**src/rtl/id_ex_stage_if.sv**
```systemverilog
// rtl/id_ex_stage_if.sv - decode-to-execute bundle between the ID stage, the ID/EX register and EX
// Stat ports exist only when ID_EX_STATS_EN is defined.
interface id_ex_stage_if #(
  parameter int XLEN   = 32,
  parameter int CTRL_W = 8
);
  logic              id_valid_i;
  logic [XLEN-1:0]   id_pc_i;
  logic [4:0]        id_rs1_i;
  logic [4:0]        id_rs2_i;
  logic [4:0]        id_rd_i;
  logic              id_use_rs1_i;
  logic              id_use_rs2_i;
  logic [XLEN-1:0]   id_rdata1_i;
  logic [XLEN-1:0]   id_rdata2_i;
  logic [XLEN-1:0]   id_imm_i;
  logic [CTRL_W-1:0] id_ctrl_i;
  logic              flush_i;
  logic              hold_i;

  logic              stall_o;
  logic              ex_valid_o;
  logic [XLEN-1:0]   ex_pc_o;
  logic [4:0]        ex_rs1_o;
  logic [4:0]        ex_rs2_o;
  logic [4:0]        ex_rd_o;
  logic [XLEN-1:0]   ex_rdata1_o;
  logic [XLEN-1:0]   ex_rdata2_o;
  logic [XLEN-1:0]   ex_imm_o;
  logic [CTRL_W-1:0] ex_ctrl_o;
`ifdef ID_EX_STATS_EN
  logic [31:0]       stat_stall_o;
  logic [31:0]       stat_bubble_o;
  logic [31:0]       stat_flush_o;
`endif

  modport master (
    output id_valid_i, id_pc_i, id_rs1_i, id_rs2_i, id_rd_i,
           id_use_rs1_i, id_use_rs2_i, id_rdata1_i, id_rdata2_i,
           id_imm_i, id_ctrl_i, flush_i, hold_i,
    input  stall_o, ex_valid_o, ex_pc_o, ex_rs1_o, ex_rs2_o, ex_rd_o,
           ex_rdata1_o, ex_rdata2_o, ex_imm_o, ex_ctrl_o
`ifdef ID_EX_STATS_EN
    , input stat_stall_o, stat_bubble_o, stat_flush_o
`endif
  );

  modport slave (
    input  id_valid_i, id_pc_i, id_rs1_i, id_rs2_i, id_rd_i,
           id_use_rs1_i, id_use_rs2_i, id_rdata1_i, id_rdata2_i,
           id_imm_i, id_ctrl_i, flush_i, hold_i,
    output stall_o, ex_valid_o, ex_pc_o, ex_rs1_o, ex_rs2_o, ex_rd_o,
           ex_rdata1_o, ex_rdata2_o, ex_imm_o, ex_ctrl_o
`ifdef ID_EX_STATS_EN
    , output stat_stall_o, stat_bubble_o, stat_flush_o
`endif
  );
endinterface

```
**src/rtl/id_ex_stage.sv**
```systemverilog
// rtl/id_ex_stage.sv - ID/EX pipeline register with load-use hazard detection, flush and hold
// Optional saturating stall/bubble/flush counters are built when ID_EX_STATS_EN is defined.
module id_ex_stage #(
  parameter int XLEN   = 32,
  parameter int CTRL_W = 8
) (
  input  logic         clk,
  input  logic         rst,
  id_ex_stage_if.slave bus
);
  localparam int CTRL_MEM_READ = 1;

  logic              ex_valid_q;
  logic [XLEN-1:0]   ex_pc_q;
  logic [4:0]        ex_rs1_q;
  logic [4:0]        ex_rs2_q;
  logic [4:0]        ex_rd_q;
  logic [XLEN-1:0]   ex_rdata1_q;
  logic [XLEN-1:0]   ex_rdata2_q;
  logic [XLEN-1:0]   ex_imm_q;
  logic [CTRL_W-1:0] ex_ctrl_q;

  logic rs1_dep;
  logic rs2_dep;
  logic lu;
  logic stall;
  logic bubble_load;

  // Load in EX whose (non-x0) destination is a real source of the ID instruction.
  assign rs1_dep = bus.id_use_rs1_i && (bus.id_rs1_i == ex_rd_q);
  assign rs2_dep = bus.id_use_rs2_i && (bus.id_rs2_i == ex_rd_q);
  assign lu      = ex_valid_q && ex_ctrl_q[CTRL_MEM_READ] && (ex_rd_q != 5'd0) &&
                   bus.id_valid_i && (rs1_dep || rs2_dep);

  assign stall       = !rst && !bus.flush_i && (bus.hold_i || lu);
  assign bubble_load = !rst && !bus.flush_i && !bus.hold_i && lu;

  always_ff @(posedge clk) begin
    if (rst || bus.flush_i || bubble_load) begin
      ex_valid_q  <= 1'b0;
      ex_pc_q     <= '0;
      ex_rs1_q    <= '0;
      ex_rs2_q    <= '0;
      ex_rd_q     <= '0;
      ex_rdata1_q <= '0;
      ex_rdata2_q <= '0;
      ex_imm_q    <= '0;
      ex_ctrl_q   <= '0;
    end else if (!bus.hold_i) begin
      ex_valid_q  <= bus.id_valid_i;
      ex_pc_q     <= bus.id_pc_i;
      ex_rs1_q    <= bus.id_rs1_i;
      ex_rs2_q    <= bus.id_rs2_i;
      ex_rd_q     <= bus.id_rd_i;
      ex_rdata1_q <= bus.id_rdata1_i;
      ex_rdata2_q <= bus.id_rdata2_i;
      ex_imm_q    <= bus.id_imm_i;
      ex_ctrl_q   <= bus.id_valid_i ? bus.id_ctrl_i : '0;
    end
  end

  assign bus.stall_o     = stall;
  assign bus.ex_valid_o  = ex_valid_q;
  assign bus.ex_pc_o     = ex_pc_q;
  assign bus.ex_rs1_o    = ex_rs1_q;
  assign bus.ex_rs2_o    = ex_rs2_q;
  assign bus.ex_rd_o     = ex_rd_q;
  assign bus.ex_rdata1_o = ex_rdata1_q;
  assign bus.ex_rdata2_o = ex_rdata2_q;
  assign bus.ex_imm_o    = ex_imm_q;
  assign bus.ex_ctrl_o   = ex_ctrl_q;

`ifdef ID_EX_STATS_EN
  logic [31:0] stat_stall_q;
  logic [31:0] stat_bubble_q;
  logic [31:0] stat_flush_q;

  always_ff @(posedge clk) begin
    if (rst) begin
      stat_stall_q  <= '0;
      stat_bubble_q <= '0;
      stat_flush_q  <= '0;
    end else begin
      if (stall && (stat_stall_q != 32'hFFFF_FFFF))
        stat_stall_q <= stat_stall_q + 32'd1;
      if (bubble_load && (stat_bubble_q != 32'hFFFF_FFFF))
        stat_bubble_q <= stat_bubble_q + 32'd1;
      if (bus.flush_i && (stat_flush_q != 32'hFFFF_FFFF))
        stat_flush_q <= stat_flush_q + 32'd1;
    end
  end

  assign bus.stat_stall_o  = stat_stall_q;
  assign bus.stat_bubble_o = stat_bubble_q;
  assign bus.stat_flush_o  = stat_flush_q;
`endif
endmodule

```
**src/flat_wrapper.sv**
```systemverilog
// flat-port wrapper written by rule: the top's interface ports become plain ports
module id_ex_stage_flat 
#(
  parameter int XLEN   = 32,
  parameter int CTRL_W = 8
)
  (clk, rst, bus_id_valid_i, bus_id_pc_i, bus_id_rs1_i, bus_id_rs2_i, bus_id_rd_i, bus_id_use_rs1_i, bus_id_use_rs2_i, bus_id_rdata1_i, bus_id_rdata2_i, bus_id_imm_i, bus_id_ctrl_i, bus_flush_i, bus_hold_i, bus_stall_o, bus_ex_valid_o, bus_ex_pc_o, bus_ex_rs1_o, bus_ex_rs2_o, bus_ex_rd_o, bus_ex_rdata1_o, bus_ex_rdata2_o, bus_ex_imm_o, bus_ex_ctrl_o);
  id_ex_stage_if #(.XLEN(XLEN), .CTRL_W(CTRL_W)) bus_i ();
  input  logic clk;
  input  logic rst;
  input wire logic [$bits(bus_i.id_valid_i)-1:0] bus_id_valid_i;
  input wire logic [$bits(bus_i.id_pc_i)-1:0] bus_id_pc_i;
  input wire logic [$bits(bus_i.id_rs1_i)-1:0] bus_id_rs1_i;
  input wire logic [$bits(bus_i.id_rs2_i)-1:0] bus_id_rs2_i;
  input wire logic [$bits(bus_i.id_rd_i)-1:0] bus_id_rd_i;
  input wire logic [$bits(bus_i.id_use_rs1_i)-1:0] bus_id_use_rs1_i;
  input wire logic [$bits(bus_i.id_use_rs2_i)-1:0] bus_id_use_rs2_i;
  input wire logic [$bits(bus_i.id_rdata1_i)-1:0] bus_id_rdata1_i;
  input wire logic [$bits(bus_i.id_rdata2_i)-1:0] bus_id_rdata2_i;
  input wire logic [$bits(bus_i.id_imm_i)-1:0] bus_id_imm_i;
  input wire logic [$bits(bus_i.id_ctrl_i)-1:0] bus_id_ctrl_i;
  input wire logic [$bits(bus_i.flush_i)-1:0] bus_flush_i;
  input wire logic [$bits(bus_i.hold_i)-1:0] bus_hold_i;
  output wire logic [$bits(bus_i.stall_o)-1:0] bus_stall_o;
  output wire logic [$bits(bus_i.ex_valid_o)-1:0] bus_ex_valid_o;
  output wire logic [$bits(bus_i.ex_pc_o)-1:0] bus_ex_pc_o;
  output wire logic [$bits(bus_i.ex_rs1_o)-1:0] bus_ex_rs1_o;
  output wire logic [$bits(bus_i.ex_rs2_o)-1:0] bus_ex_rs2_o;
  output wire logic [$bits(bus_i.ex_rd_o)-1:0] bus_ex_rd_o;
  output wire logic [$bits(bus_i.ex_rdata1_o)-1:0] bus_ex_rdata1_o;
  output wire logic [$bits(bus_i.ex_rdata2_o)-1:0] bus_ex_rdata2_o;
  output wire logic [$bits(bus_i.ex_imm_o)-1:0] bus_ex_imm_o;
  output wire logic [$bits(bus_i.ex_ctrl_o)-1:0] bus_ex_ctrl_o;
  assign bus_i.id_valid_i = bus_id_valid_i;
  assign bus_i.id_pc_i = bus_id_pc_i;
  assign bus_i.id_rs1_i = bus_id_rs1_i;
  assign bus_i.id_rs2_i = bus_id_rs2_i;
  assign bus_i.id_rd_i = bus_id_rd_i;
  assign bus_i.id_use_rs1_i = bus_id_use_rs1_i;
  assign bus_i.id_use_rs2_i = bus_id_use_rs2_i;
  assign bus_i.id_rdata1_i = bus_id_rdata1_i;
  assign bus_i.id_rdata2_i = bus_id_rdata2_i;
  assign bus_i.id_imm_i = bus_id_imm_i;
  assign bus_i.id_ctrl_i = bus_id_ctrl_i;
  assign bus_i.flush_i = bus_flush_i;
  assign bus_i.hold_i = bus_hold_i;
  assign bus_stall_o = bus_i.stall_o;
  assign bus_ex_valid_o = bus_i.ex_valid_o;
  assign bus_ex_pc_o = bus_i.ex_pc_o;
  assign bus_ex_rs1_o = bus_i.ex_rs1_o;
  assign bus_ex_rs2_o = bus_i.ex_rs2_o;
  assign bus_ex_rd_o = bus_i.ex_rd_o;
  assign bus_ex_rdata1_o = bus_i.ex_rdata1_o;
  assign bus_ex_rdata2_o = bus_i.ex_rdata2_o;
  assign bus_ex_imm_o = bus_i.ex_imm_o;
  assign bus_ex_ctrl_o = bus_i.ex_ctrl_o;
  id_ex_stage #(.XLEN(XLEN), .CTRL_W(CTRL_W)) u_core (.clk(clk), .rst(rst), .bus(bus_i));
endmodule
```
**config.mk**
```make
export PLATFORM = sky130hd
export DESIGN_NAME = id_ex_stage_flat
export DESIGN_NICKNAME = d
export VERILOG_FILES = /design/src/rtl/id_ex_stage_if.sv /design/src/rtl/id_ex_stage.sv /design/src/flat_wrapper.sv
export SDC_FILE = /design/constraint.sdc
export NUM_CORES = 1
export LEC_CHECK = 0
export BUFFER_PORTS_ARGS = -buffer_cell sky130_fd_sc_hd__buf_2
export CORE_AREA = 3 3 120 122
export CTS_CLUSTER_SIZE = 8
export DETAILED_ROUTE_END_ITERATION = 16
export DIE_AREA = 0 0 123 125
export GPL_TIMING_DRIVEN = 0
export PLACE_DENSITY = 0.84
export REMOVE_ABC_BUFFERS = 1
export SYNTH_ARGS = -nofsm -noshare
export SYNTH_HDL_FRONTEND = slang
export SYNTH_SLANG_ARGS = --single-unit
```
**constraint.sdc**
```tcl
create_clock -name clk -period 3.3 [get_ports clk]
set_input_delay 0 -clock clk [delete_from_list [all_inputs] [get_ports clk]]
set_output_delay 0 -clock clk [all_outputs]
set_load 0.05 [all_outputs]
```
=== Yosys cells after proc, flatten, opt, wreduce, memory -nomap -nowiden ===
Cells that the tools add are included.

* Register bits: 152
* Latch bits: 0
* Memory bits (writable): 0
* Bits in read-only memories: 0
* Input bits: 158
* Output and inout port bits: 153
* Logic and storage cells: 30
* Memories: 0

* Add/subtract/negate cells: 0
* $mul: 0
* Div/mod/pow operators: 0
* Magnitude comparators: 0
* Eq/ne operators: 2
* Shift operators: 0
* Multiplexer cells: 1
* Bitwise operators: 0
* Reductions and logical operators: 18

{| class="wikitable"
|+ Operator list
! cell !! count
|-
| $eq A5 B5 Y1 || 2
|-
| $logic_and A1 B1 Y1 || 10
|-
| $mux W8 || 1
|-
| $reduce_bool A5 Y1 || 1
|-
| $logic_or A1 B1 Y1 || 4
|-
| $logic_not A1 Y1 || 3
|}

=== Logic depth before layout (Yosys ltp) ===
Gate-level depths: netlist of run 1.

* Depth in word-level cells: 6
* Mapped depth: 7
* Depth with buffers taken out: 4

=== Least setup slack after synthesis of run 1 ===
No wires, ideal clock.

* Path type: flip-flop to output port
* Start: reg u_core.ex_rd_q[4] (netlist: u_core.bus.ex_rd_o[4])
* End: out bus_stall_o
* Arrival: 3.095 ns
* Required time: 3.300 ns
* Path slack: 0.205 ns
* Stages on the path, launching flop included: 6
* Buffers on the path: 1
* Cells stage by stage: dfxtp_1 > xnor2_1 > nand4_1 > o22a_1 > clkbuf_1 > o41ai_1

* Cells in the longest elaborated chain, start to end: 6
* Elaborated cells on any way between the ends: 11
* Classes of those cells: eq/ne (2); reduce/logical (9)

{| class="wikitable"
|+ RTL lines
! element !! line !! RTL
|-
| start: declaration || id_ex_stage.sv:17 || <nowiki>logic [4:0] ex_rd_q;</nowiki>
|-
| start signal: assignment || id_ex_stage.sv:54 || <nowiki>ex_rd_q <= bus.id_rd_i;</nowiki>
|-
| $eq A5 B5 Y1, or another cell as far along || id_ex_stage.sv:30 || <nowiki>assign rs1_dep = bus.id_use_rs1_i && (bus.id_rs1_i == ex_rd_q);</nowiki>
|-
| $logic_and A1 B1 Y1, on equally long branches || id_ex_stage.sv:30, id_ex_stage.sv:31, id_ex_stage.sv:32 ||
|-
| $logic_or A1 B1 Y1 / $logic_and A1 B1 Y1 (equally long branches) || id_ex_stage.sv:33, id_ex_stage.sv:32 ||
|-
| $logic_and A1 B1 Y1 (*) || id_ex_stage.sv:33 || <nowiki>bus.id_valid_i && (rs1_dep || rs2_dep);</nowiki>
|-
| $logic_or A1 B1 Y1 (*) || id_ex_stage.sv:35 || <nowiki>assign stall = !rst && !bus.flush_i && (bus.hold_i || lu);</nowiki>
|-
| $logic_and A1 B1 Y1 (*) || id_ex_stage.sv:35 ||
|-
| end: declaration || flat_wrapper.sv:24 || <nowiki>output wire logic [$bits(bus_i.stall_o)-1:0] bus_stall_o;</nowiki>
|}

Mark *: on every way between the ends. The rest lies on a longest branch, timed or not.

=== Final worst setup path of run 1 ===
* Start: reg u_core.ex_rd_q[4] (netlist: u_core.bus.ex_rd_o[4])
* End: reg u_core.ex_rdata1_q[25] (netlist: u_core.bus.ex_rdata1_o[25])

* Cells in the longest elaborated chain, start to end: 6
* Elaborated cells on any way between the ends: 11
* Classes of those cells: eq/ne (2); reduce/logical (9)

{| class="wikitable"
|+ RTL lines
! element !! line !! RTL
|-
| $eq A5 B5 Y1, or another cell as far along || id_ex_stage.sv:30 ||
|-
| $logic_and A1 B1 Y1, on equally long branches || id_ex_stage.sv:30, id_ex_stage.sv:31, id_ex_stage.sv:32 ||
|-
| $logic_or A1 B1 Y1 / $logic_and A1 B1 Y1 (equally long branches) || id_ex_stage.sv:33, id_ex_stage.sv:32 ||
|-
| $logic_and A1 B1 Y1 (*) || id_ex_stage.sv:33 ||
|-
| $logic_and A1 B1 Y1 (*) || id_ex_stage.sv:36 || <nowiki>assign bubble_load = !rst && !bus.flush_i && !bus.hold_i && lu;</nowiki>
|-
| $logic_or A1 B1 Y1 (*) || id_ex_stage.sv:39 || <nowiki>if (rst || bus.flush_i || bubble_load) begin</nowiki>
|-
| end signal: assignment || id_ex_stage.sv:55 || <nowiki>ex_rdata1_q <= bus.id_rdata1_i;</nowiki>
|-
| end: declaration || id_ex_stage.sv:18 || <nowiki>logic [XLEN-1:0] ex_rdata1_q;</nowiki>
|}

Marks and branches as above.
A chain may end at the register's enable or synchronous reset.

==> flow_summary.yaml, run 1 <==
die:
  die_h_um: 125
  dieArea_um2: 15380
  core.rowCount: 42
  boundaryPins: 311
  start_util_pct: 47.36
  die_width_um: 123
  core_area_um2: 13300
sta:
  finalHoldViolCount: 0
  finalCritPeriodShare_pct: 76.94
  relSlewSlack_pct: 31.09
  setup_viol: 0
  fin_skew_ns: 0.009749
  tightest_slew_ns: 1.034
  layout_min_cycle_time_ns: 2.539
  final_max_slew_viol_count: 0
  tns_ns: 0
  fmax_mhz: 393.8
  rsz0062_at_grt: "false"
routing:
  dr.pass1.iters: 5
  drt_iter0_markers: 1034
  wirelength_um: 26170
  vias_per_cell: 6.067
  drc: 0
  num_vias: 8087
  routedWlPerCell_um: 19.63
  ant_nets: 0
clocking:
  numCtsBuffers: 17
  cts_tree: "yes"
  clk_latency_ns: 0.41
  cts_setup_buffers: 0
  htree_levels: 4
  clockBufferDepth: 2
  clkTransAtPathRegs_ns: 0.06
  cts_num_sinks: 152
  cts_root_buf: "clkbuf_16"
  ctsResizeCount: 0
worst_setup_path:
  slowest_delay_ns: 0.83
  critPathKind: "reg -> reg"
  path_cells: "xnor2_1 -> nand4_1 -> o22ai_4 -> buf_12 -> buf_12 -> o21ai_0"
  cp.arrival_ns: 2.81
  crit_family: "compound AO/OA/AOI/OAI gates"
  slowest_stage: "o22ai_4"
  rr_worst_depth: 6
  path_buf_inv: 2
  crit_cells: 6
  end_kind: "register"
  cp_common_cell: "buf_12"
  required_ns: 3.57
  critPathMaxFanout: 37
  start_kind: "register"
final_layout:
  syn_to_final_growth_pct: 62.96
  nets: 1302
  final_area_um2: 10260
  multi_input_area_um2: 2904
  nFillCells: 725
  fin_util_pct: 77.17
  register_area_um2: 3043
  drive_above_1_share_pct: 31.92
yosys:
  synth_top_area_cell: "dfxtp_1"
  synth_ff_type: "dfxtp_1"
  yosys_warnings: 0
  synth_top_area_share_pct: 48.33
  async_flop_share_pct: 0
  syn_inst: 714
  synthTopCellsByArea: "dfxtp_1 (48%), a32oi_1 (20%), nand2_1 (8.8%)"
  synth-seq-cells: 152
  synth-seq-area-share_pct: 48.33
  synth_edf_count: 0
  syn_area_um2: 6296
  yosysUniqueCellTypes: 23
  avgSynthCellArea_um2: 8.818
grt:
  grt_pass1_wl_um: 40180
  grt_antenna_before_repair: 1
  grt-ovfl-total: 0
  grt_pass1_vias: 7952
  grt_usage_pct: 32.17
  grt_max_degree: 81
power:
  power_density_nw_per_um2: 491.1
  vdd_drop_max_v: 0.0003076
  power.leakage_nw: 4.460
  power_mw: 5.038
run_status:
  status: "finished clean"
min_path:
  min_path_cells: 4
  hold_class: "in -> reg"
place:
  io_buffers: 310
  dpl_cell_area_um2: 8112
  dp_hpwl_um: 13830
  place_congestion: 0.7659
job:
  maxCapViolCount: 0
[synth_stat cells (2+ instances only)]
| cell | n |
|---|---|
| a21o_1 | 8 |
| a22o_1 | 8 |
| a32oi_1 | 144 |
| and3_1 | 9 |
| buf_1 | 2 |
| buf_2 | 21 |
| buf_4 | 8 |
| clkbuf_1 | 50 |
| dfxtp_1 | 152 |
| nand2_1 | 147 |
| nand4_1 | 2 |
| o21ai_0 | 97 |
| o21ai_1 | 47 |
| xnor2_1 | 10 |
[flip-flops by register name, summed over array words and instances, names as in the netlist]
register,flops
u_core.bus.ex_rdata1_o,32
u_core.bus.ex_imm_o,32
u_core.bus.ex_pc_o,32
u_core.bus.ex_rd_o,5
u_core.bus.ex_rs2_o,5
u_core.bus.ex_rdata2_o,32
u_core.bus.ex_valid_o,1
u_core.bus.ex_ctrl_o,8
u_core.bus.ex_rs1_o,5
[report_power, final]
group          internal (mW)  leakage, nW  switching [mW]
combinational          0.371         2.93           0.720
clock                   1.19        0.278           0.738
sequential              1.95         1.25          0.0703
total                   3.51         4.46            1.53
[through the flow]
stage               hold WS, ns  cells  setup WS [ns]
floorplan                0.1326    632         -12.61
global placement         0.2442   1118         -18.11
detailed placement       0.2550   1145         0.8831
CTS                      0.1280   1332         0.8970
global route             0.1923   1333         0.6114
finish                   0.1736   1333         0.7609
[what timing repair did]
action / 4_1_cts / 5_1_grt
endpoints found under the setup margin: 0 / 0
hold endpoints to repair: 152 / 0
hold buffers: 156 / 0
[cell families (layout without fill, tap and decap cells)]
logic type	Yosys count	in the layout	share of synthesized area (%)
other	0	1	0
AOI/OAI and AO/OA	308	308	34.16
xor gates and xnor gates	10	10	1.391
DFF	152	152	48.33
and+or+nand+nor	162	162	10.21
buffers and inverters	82	524	5.902
[tightest hold or removal path, stage by stage]
cell     delay [ns]
buf_2          0.11
nor3_2         0.12
a32oi_1        0.20
o21ai_0        0.09
[worst paths after layout]
path	start	to	slack, ns
hold / removal	bus_hold_i	u_core.bus.ex_rd_o[4]	0.17
setup / recovery	u_core.bus.ex_rd_o[4]	u_core.bus.ex_rdata1_o[25]	0.76
hold reg to reg	u_core.bus.ex_pc_o[16]	u_core.bus.ex_pc_o[16]	0.46
setup reg to reg	u_core.bus.ex_rd_o[4]	u_core.bus.ex_rdata1_o[25]	0.76
[layout by cell type, fill, tap and decap left out, types with 9 or more instances in the layout]
| cell type | count |
|---|---|
| dlygate4sd3_1 | 156 |
| and3_1 | 9 |
| o21ai_1 | 47 |
| xnor2_1 | 10 |
| buf_2 | 310 |
| nand2_1 | 147 |
| o21ai_0 | 97 |
| buf_6 | 18 |
| dfxtp_1 | 152 |
| a32oi_1 | 144 |
| clkbuf_16 | 17 |
[metal layers]
layer	up-vias	global-route usage, %	wire length [um]
li1	3590	-	-
met1	3731	36.25	9462
met2	616	52.94	12520
met3	150	8.446	2607
met4	0	21.37	1577
met5	-	0	0
[cell type report]
cell class | count | area share [%]
repair buffers | 493 | 34.17
flip-flops and latches | 152 | 29.66
multi-input cells | 480 | 28.31
clock buffers | 24 | 4.793
well taps | 176 | 2.146
clock inverters | 7 | 0.9024
diodes | 1 | 0.02439
Note: power is estimated with default switching activity, not from simulation.
==> run 2, diff against run 1 <==
Settings changed: CORE_AREA 3 3 120 122 to not set, CORE_MARGIN set to 3, CORE_UTILIZATION set to 42, DIE_AREA 0 0 123 125 to not set, PLACE_DENSITY 0.84 to 0.8.
Clock period 3.3 ns to 2.25 ns, I/O delays scaled along.
==> flow_summary.yaml, run 2 (synthesis gave the netlist of run 1 again) <==
power:
  power.leakage_nw: 4.530
  vdd_drop_max_v: 0.0004652
  power_mw: 7.533
  power_density_nw_per_um2: 724.9
clocking:
  cts_root_buf: "clkbuf_16"
  clkTransAtPathRegs_ns: 0.06
  clk_latency_ns: 0.41
  htree_levels: 4
  numCtsBuffers: 17
  clockBufferDepth: 2
  cts_num_sinks: 152
  cts_tree: "yes"
sta:
  final_max_slew_viol_count: 0
  setup_viol: 0
  fin_ws_ns: 0.06381
  tightest_slew_ns: 0.8409
  layout_min_cycle_time_ns: 2.186
  fmax_mhz: 457.4
  tns_ns: 0
  finalCritPeriodShare_pct: 97.16
  fin_skew_ns: 0.007164
  relSlewSlack_pct: 43.94
  finalHoldViolCount: 0
  rsz0062_at_grt: "true"
  hold-worst-slack_ns: 0.1460
final_layout:
  layout_commonest_cell: "buf_2"
  final_cells: 1343
  drive_above_1_share_pct: 32.87
  n_antenna_cell: 0
  syn_to_final_growth_pct: 65.04
  mostFrequentLayoutCells: "buf_2 (309), dlygate4sd3_1 (154), dfxtp_1 (149)"
  nets: 1305
  nFillCells: 927
min_path:
  min_path_cells: 5
  whs_endpoint: "u_core.bus.ex_rd_o[1]"
  min_from: "bus_hold_i"
  hold_class: "in -> reg"
worst_setup_path:
  end_kind: "output pin"
  slowest_delay_ns: 0.45
  critPathMaxFanout: 9
  crit_family: "compound AO/OA/AOI/OAI gates"
  crit_cells: 5
  required_ns: 2.25
  path_cells: "xnor2_1 -> nand4_1 -> o22a_2 -> o41ai_2 -> buf_4"
  r2r_start: "u_core.bus.ex_rd_o[0]"
  path_buf_inv: 1
  slowest_stage: "dfxtp_1"
  start_kind: "register"
  rr_worst_depth: 7
  ff2ff_setup_slack_ns: 0.07
  regToRegEndpoint: "u_core.bus.ex_imm_o[14]"
  cp.arrival_ns: 2.19
  critPathKind: "reg -> out"
die:
  start_util_pct: 43.16
  core.rowCount: 44
  core_area_um2: 14590
  dieArea_um2: 16500
  die_h_um: 128.4
  boundaryPins: 311
  die_width_um: 128.4
routing:
  num_vias: 7885
  met2_length_um: 11870
  wirelength_um: 24890
  topRoutingLayerUsed: "met4"
  drc: 0
  ant_nets: 0
  dr.pass1.iters: 6
  met3_length_um: 2540
  vias_per_cell: 5.871
  drt-met1-wl_um: 9275
  drt_iter0_markers: 710
  routedWlPerCell_um: 18.53
grt:
  grt-ovfl-total: 0
  grt_max_degree: 82
  grt_pass1_vias: 7618
  grt_usage_pct: 28.57
  grt_antenna_before_repair: 0
  grt_pass1_wl_um: 38850
place:
  io_buffers: 310
  dp_cells: 1156
  dp_hpwl_um: 14040
  place_ws_ns: -0.2594
  place_congestion: 0.7675
run_status:
  status: "finished clean"
job:
  maxCapViolCount: 0
run 2: metrics by stage:
step	util, %	cell area, um2
finish	71.23	10390
global route	71.23	10390
CTS	71.13	10380
detailed placement	56.20	8199
global placement	52.82	7706
floorplan	-	5924
run 2: area by class of cell:
cell class,count,area [um2],share of cell area (%)
Clock buffer,24,501.7,4.828
Multi-Input combinational cell,480,2917,28.07
Clock inverter,7,115.1,1.108
Timing Repair Buffer,496,3581,34.46
Tap cell,184,230.2,2.216
Sequential cell,152,3047,29.32
run 2: worst max path at each step:
stage	from	end	slack, ns
3_5_place_dp	u_core.bus.ex_rd_o[0]	u_core.bus.ex_pc_o[13]	-0.26
4_1_cts	u_core.bus.ex_rd_o[2]	bus_stall_o	0.03
2_1_floorplan	bus_hold_i	u_core.bus.ex_ctrl_o[0]	-13.66
5_1_grt	u_core.bus.ex_rd_o[1]	bus_stall_o	0.006
3_3_place_gp	rst	u_core.bus.ex_rdata2_o[14]	-19.35
6_report	u_core.bus.ex_rd_o[1]	bus_stall_o	0.06
run 2: power breakdown:
group	switching (mW)	internal [mW]
sequential	0.101	2.86
combinational	1.04	0.550
clock	1.10	1.89
total	2.23	5.30
run 2: timing repair:
action / in CTS / in global routing
setup endpoints to repair: 92 / 2
resized for setup: 3 / 4
pin swaps: 1 / 1
buffers inserted: 2 / 0
endpoints found under the hold margin: 152 / 0
hold buffers: 154 / 0
run 2: metal layers:
layer	vias to the layer above	track usage [%]
met4	0	16.04
met1	3663	34.60
met5	-	0
met3	111	7.638
met2	526	46.00
li1	3585	-
run 2: worst min-delay path, stage by stage:
cell	delay (ns)
buf_2	0.12
nor3_2	0.10
buf_6	0.16
nand2_1	0.06
o21ai_0	0.06
